[src/rtl/pause_dim.sv]
// Frame-aligned pause controller with a timed screen dimmer.
// Pause enters and leaves only on a vblank rising edge.
module pause_dim #(
    parameter int          RW         = 4,
    parameter logic [31:0] DIM_CYCLES = 32'h7270E00
) (
    input  logic            clk_sys,
    input  logic            reset,
    input  logic            user_btn,
    input  logic            osd_pause,
    input  logic            vblank,
    input  logic [RW-1:0]   r_in,
    input  logic [RW-1:0]   g_in,
    input  logic [RW-1:0]   b_in,
    output logic            pause,
    output logic            dimmed,
    output logic [3*RW-1:0] rgb_out
);

    typedef enum logic [1:0] {
        RUN      = 2'd0,
        PEND_IN  = 2'd1,
        PAUSED   = 2'd2,
        PEND_OUT = 2'd3
    } state_t;

    state_t      state;
    state_t      state_n;
    logic        btn_d;
    logic        vb_d;
    logic        user_latch;
    logic        btn_rise;
    logic        vb_rise;
    logic        req;
    logic        pause_n;
    logic        timer_clr;
    logic        timer_sat;
    logic        dim_now;
    logic [31:0] timer;

    assign btn_rise = user_btn & ~btn_d;
    assign vb_rise  = vblank & ~vb_d;
    assign req      = user_latch | osd_pause;

    always_ff @(posedge clk_sys) begin
        if (reset) begin
            btn_d      <= 1'b0;
            vb_d       <= 1'b0;
            user_latch <= 1'b0;
        end else begin
            btn_d <= user_btn;
            vb_d  <= vblank;
            if (btn_rise) begin
                user_latch <= ~user_latch;
            end
        end
    end

    always_ff @(posedge clk_sys) begin
        if (reset) begin
            state <= RUN;
        end else begin
            state <= state_n;
        end
    end

    always_comb begin
        state_n = state;
        unique case (state)
            RUN: begin
                if (req & vb_rise) begin
                    state_n = PAUSED;
                end else if (req) begin
                    state_n = PEND_IN;
                end
            end
            PEND_IN: begin
                if (~req) begin
                    state_n = RUN;
                end else if (vb_rise) begin
                    state_n = PAUSED;
                end
            end
            PAUSED: begin
                if (~req) begin
                    state_n = PEND_OUT;
                end
            end
            PEND_OUT: begin
                if (req) begin
                    state_n = PAUSED;
                end else if (vb_rise) begin
                    state_n = RUN;
                end
            end
            default: state_n = RUN;
        endcase
    end

    assign pause   = (state == PAUSED) | (state == PEND_OUT);
    assign pause_n = (state_n == PAUSED) | (state_n == PEND_OUT);

    // Clearing on the way out as well keeps the timer at zero from the
    // first RUN cycle, and clearing while not paused gives t=0 on entry.
    assign timer_clr = ~pause | ~pause_n;
    assign timer_sat = (timer == DIM_CYCLES);

    always_ff @(posedge clk_sys) begin
        if (reset) begin
            timer <= 32'd0;
        end else if (timer_clr) begin
            timer <= 32'd0;
        end else if (!timer_sat) begin
            timer <= timer + 32'd1;
        end
    end

    assign dim_now = pause & timer_sat;

    always_ff @(posedge clk_sys) begin
        if (reset) begin
            rgb_out <= '0;
            dimmed  <= 1'b0;
        end else begin
            dimmed <= dim_now;
            if (dim_now) begin
                rgb_out <= {r_in >> 1, g_in >> 1, b_in >> 1};
            end else begin
                rgb_out <= {r_in, g_in, b_in};
            end
        end
    end

endmodule

[config.mk]
export PLATFORM = sky130hd
export DESIGN_NAME = pause_dim
export DESIGN_NICKNAME = d
export VERILOG_FILES = /design/src/rtl/pause_dim.sv
export SDC_FILE = /design/constraint.sdc
export NUM_CORES = 1
export LEC_CHECK = 0
export CAP_MARGIN = 20
export CORE_ASPECT_RATIO = 0.75
export CORE_MARGIN = 2
export CORE_UTILIZATION = 58
export DETAILED_ROUTE_END_ITERATION = 16
export PLACE_DENSITY = 0.84
export SYNTH_ARGS = -nofsm -noshare
export SYNTH_HDL_FRONTEND = slang
export SYNTH_SLANG_ARGS = --single-unit
export TNS_END_PERCENT = 50
[constraint.sdc]
create_clock -name clk_sys -period 4.55 [get_ports clk_sys]
set_input_delay 0.455 -clock clk_sys [delete_from_list [all_inputs] [get_ports clk_sys]]
set_output_delay 0.455 -clock clk_sys [all_outputs]
set_load 0.005 [all_outputs]
**Yosys cells after proc, flatten, opt, wreduce, memory -nomap -nowiden**

Cells that the tools add are included.

- Flip-flop bits (word level): 50
- Bits of input ports: 17
- Output and inout bits: 14
- Word-level logic and storage cells: 40

- $add $sub $neg: 1
- Equal/unequal tests: 6
- Multiplexer cells: 9
- Bitwise logic cells: 13
- Reductions and logical operators: 3

Operator list:

| operator | number |
|---|---|
| $add A32 B1 Y32 const B | 1 |
| $eq A32 B27 Y1 const B | 1 |
| $mux W2 | 7 |
| $mux W11 | 1 |
| $eq A2 B2 Y1 const B | 4 |
| $pmux W2 S4 | 1 |
| $not A1 Y1 | 5 |
| $and A1 B1 Y1 | 4 |
| $or A1 B1 Y1 | 4 |
| $reduce_or A2 Y1 | 2 |
| $eq A2 B1 Y1 const B | 1 |
| $logic_not A2 Y1 | 1 |

**Depth between registers and ports, before layout**

- Depth in word-level cells: 10
- Depth in mapped cells: 8
- Depth with buffers taken out: 7

**Worst setup path before layout**

No wires, ideal clock.

- Kind: reg-to-reg
- Start: reg timer[0]
- End: reg rgb_out[0]
- Library setup time: 128 ps
- Arrival time: 1691 ps
- Required time: 4422 ps
- Slack: 2731 ps
- Cell stages (with the launch flop): 9
- Buffers on the path: 1
- Clock period less this slack: 1819 ps
- Cells stage by stage: dfxtp_1 > inv_1 > ha_1 > nor3b_1 > nand4_1 > nor3_1 > buf_4 > mux2i_1 > nor2_1

- Longest elaborated chain between the ends: 3

RTL lines:

| what | RTL line | source |
|---|---|---|
| start, declared | 39 | `logic [31:0] timer;` |
| start signal, assigned | 114 | `timer <= timer + 32'd1;` |
| $eq A32 B27 Y1 | 106 | `assign timer_sat = (timer == DIM_CYCLES);` |
| $and A1 B1 Y1 | 118 | `assign dim_now = pause & timer_sat;` |
| $mux W11 | 126 | `if (dim_now) begin` |
| end signal, assigned | 127 | `rgb_out <= {r_in >> 1, g_in >> 1, b_in >> 1};` |
| end signal, assigned | 129 | `rgb_out <= {r_in, g_in, b_in};` |
| end, declared | 17 | `output logic [3*RW-1:0] rgb_out` |

Every way passes these cells.
A chain may end at the register's enable or synchronous reset.

**Worst setup path in the final report**

- Start: reg timer[0]
- End: reg rgb_out[10]

The elaborated chain is that of the path after synthesis.

==> reports/summary.txt <==
WL/cell: 13.2 µm
min Tclk post-route: 2330 ps
Die H: 57.8 µm
Buf/Inv on CP: 1
TritonCTS Buffers: 5
setup_tns: 0 ps
post-synthesis register bit count: 50
largest net degree at the start of global routing: 34
diode count: 0
Mapped Avg Cell Area: 9.02 µm²
vias per inst: 5.38
LEAKAGE: 0.000858 µW
ANT nets after route: 0
flip-flop and latch area: 0.00100 mm²
Core Region: 0.00368 mm²
Hold WS: 513 ps
Syn Inst Count: 248
CTS Buffer Depth: 2
port bufs: 30
final instance area: 0.00264 mm²
Synth Warn #: 0
vias in the first global route: 1582
final non-filler cell total: 328
HPWL after DPL: 3.17 mm
first-pass GRT wire length: 7.20 mm
PwrDens: 283 mW/mm²
# setup viols final: 0
Worst setup SP type: flip-flop
min-delay src: timer[22]
row cnt: 19
number of max-slew violations in the final report: 0
Max-cap violations: 0
sequential share of the synthesized area: 0.447
Ports: 31
layout cell share with drive strength beyond 1: 0.0761
Area after DPL: 0.00256 mm²
synthesized area: 0.00224 mm²
Hold Path Sink: timer[22]
Iter 0 DRT Violations: 55
Slowest-stage cell, CP: nor3_2
worst-skew pair later-pin latency: 300 ps
htree depth: 2
synth unique cells: 36
postcts setup bufs: 0
skew final: 4.94 ps
Synth Net Count: 267
Area contributors post-synth: dfxtp_1 45%, nor2_1 7.0%, xnor2_1 6.7%, mux2i_1 4.9%, xor2_1 3.1%
Remaining DRCs: 0
Chip Width: 75.7 µm
antenna violations before repair: 0
Total Wirelength: 4.33 mm
post-synth top area share: 0.447
Setup crit end kind: flip-flop
DIE AREA: 0.00438 mm²
cells on worst reg2reg path: 7
fin crit share: 0.511
clock slew at reported path FFs: 80 ps
Tot GR Track Use: 0.217
CTS sink cnt: 50
largest area contributor in the netlist: dfxtp_1
grt total ovfl: 0
Post-CTS Hold Fix Bufs: 0
Initial Utilization: 0.607
CTS tree: done
peak supply drop: 0.195 mV
DR vias: 1766
R2R setup slack: 2220 ps
number of fill cells: 312
GP Congestion: 0.824
Nets: 295
clk root buf: clkbuf_8
placed cells: 321
Max Freq: 430 MHz
RSZ-0062 raised after global routing: no
P&R area growth vs syn: 18.0%
critical path fanouts, max: 12
status: finished clean
CP delay by family, top: simple AND/OR/NAND/NOR gates
arrival time at the worst endpoint: 2490 ps
Slew headroom: 0.319
HP Class: reg2reg
area of the multi-input gates: 0.00116 mm²
final core utilization: 0.716
number of gates resized after CTS: 0
RR Endpoint: rgb_out[10]
CP Cell Sequence: inv_1, ha_1, nor3b_1, nand4_1, nor3_2, mux2i_1, nor2_1
WP data required: 4720 ps
critical path type: reg2reg
worst reg2reg startpoint: timer[0]
CP peak stage delay: 820 ps
Worst Tran Pin Value: 1020 ps
DRT Pass-1 Iters: 4
final hold viol count: 0
worst hold stages: 2
[state kept, by name (all words and copies together) (netlist names)]
register,cells
timer,32
rgb_out,12
state,2
btn_d,1
dimmed,1
user_latch,1
vb_d,1
[placed cells by master, fill, tap and decap left out, types with 6 or more instances in the layout]
| master | synthesis | layout |
|---|---|---|
| inv_1 | 8 | 8 |
| mux2i_1 | 11 | 11 |
| xor2_1 | 8 | 8 |
| or3_1 | 6 | 6 |
| nand4_1 | 9 | 9 |
| clkdlybuf4s50_1 | 0 | 30 |
| dfxtp_1 | 50 | 50 |
| nor2_1 | 42 | 42 |
| a21oi_1 | 7 | 7 |
| o21ai_0 | 6 | 6 |
| xnor2_1 | 17 | 17 |
| nand2_1 | 16 | 16 |
| nand3_1 | 11 | 11 |
[per-layer routing]
metal / vias to the layer above / routed length, µm / GRT usage
li1: 910 / - / -
met1: 823 / 2200 / 0.314
met2: 28 / 1870 / 0.302
met3: 5 / 198 / 0.0626
met4: 0 / 55 / 0.0902
met5: - / 0 / 0
[report_power, final]
group	switching, µW	internal, µW
logic	21.8	32.0
registers	5.44	447
clock network	136	103
[kinds of logic after synthesis]
kind of cell             after synthesis  synth area share
AND/OR/NAND/NOR                      128             0.324
AO/OA/AOI/OAI                         15            0.0358
flip-flops                            50             0.447
buffers and inverters                 17            0.0341
adder cells (fa/ha/maj)                2            0.0112
multiplexers                          11            0.0492
XOR/XNOR                              25            0.0979
[tightest hold or removal path: stages (launching register included)]
cell	delay, ps
dfxtp_1	350
nand3_1	80
nand2_1	40
[layout make-up]
class / instances / area share
inverters: 8 / 0.0114
repair buffers: 30 / 0.114
multi-input cells: 181 / 0.441
flip-flops and latches: 50 / 0.379
clock inverters: 2 / 0.00379
well taps: 52 / 0.0246
clock buffers: 5 / 0.0261
[through the flow]
stage	power, µW	worst slack, ps
finish	746	2220
global route	777	2000
CTS	755	2210
detailed placement	516	2060
global placement	515	2110
floorplan	484	2730
[Yosys cell counts]
cell	instances
inv_1	8
buf_2	1
ha_1	2
xor2_1	8
nand4_4	1
and2_1	1
or4_1	2
o21ai_0	6
nor4_1	5
nand2_1	16
nand4bb_1	1
a31o_2	1
clkbuf_1	6
nor2_1	42
nand2b_1	2
nand4_1	9
dfxtp_1	50
nor4_4	1
a21oi_1	7
and3_1	5
or3b_2	1
xnor2_1	17
nor3b_1	4
buf_6	1
buf_4	1
nor4_2	5
nor3_1	6
or2_2	2
and4_1	2
or3_1	6
and4bb_2	1
mux2i_1	11
nand3_2	1
nor2b_1	4
nand3_1	11
a31oi_1	1
[worst max-delay path by stage]
stage          slack (ps)           to  cells past startpoint     start
2_1_floorplan        2730   rgb_out[0]                      8  timer[0]
3_3_place_gp         2110    timer[22]                      5     reset
3_5_place_dp         2060    timer[19]                      6     reset
4_1_cts              2210  rgb_out[10]                      7  timer[0]
5_1_grt              2000   rgb_out[0]                      7  timer[0]
6_report             2220  rgb_out[10]                      7  timer[0]
No activity file was read; power rests on OpenSTA's default activity.
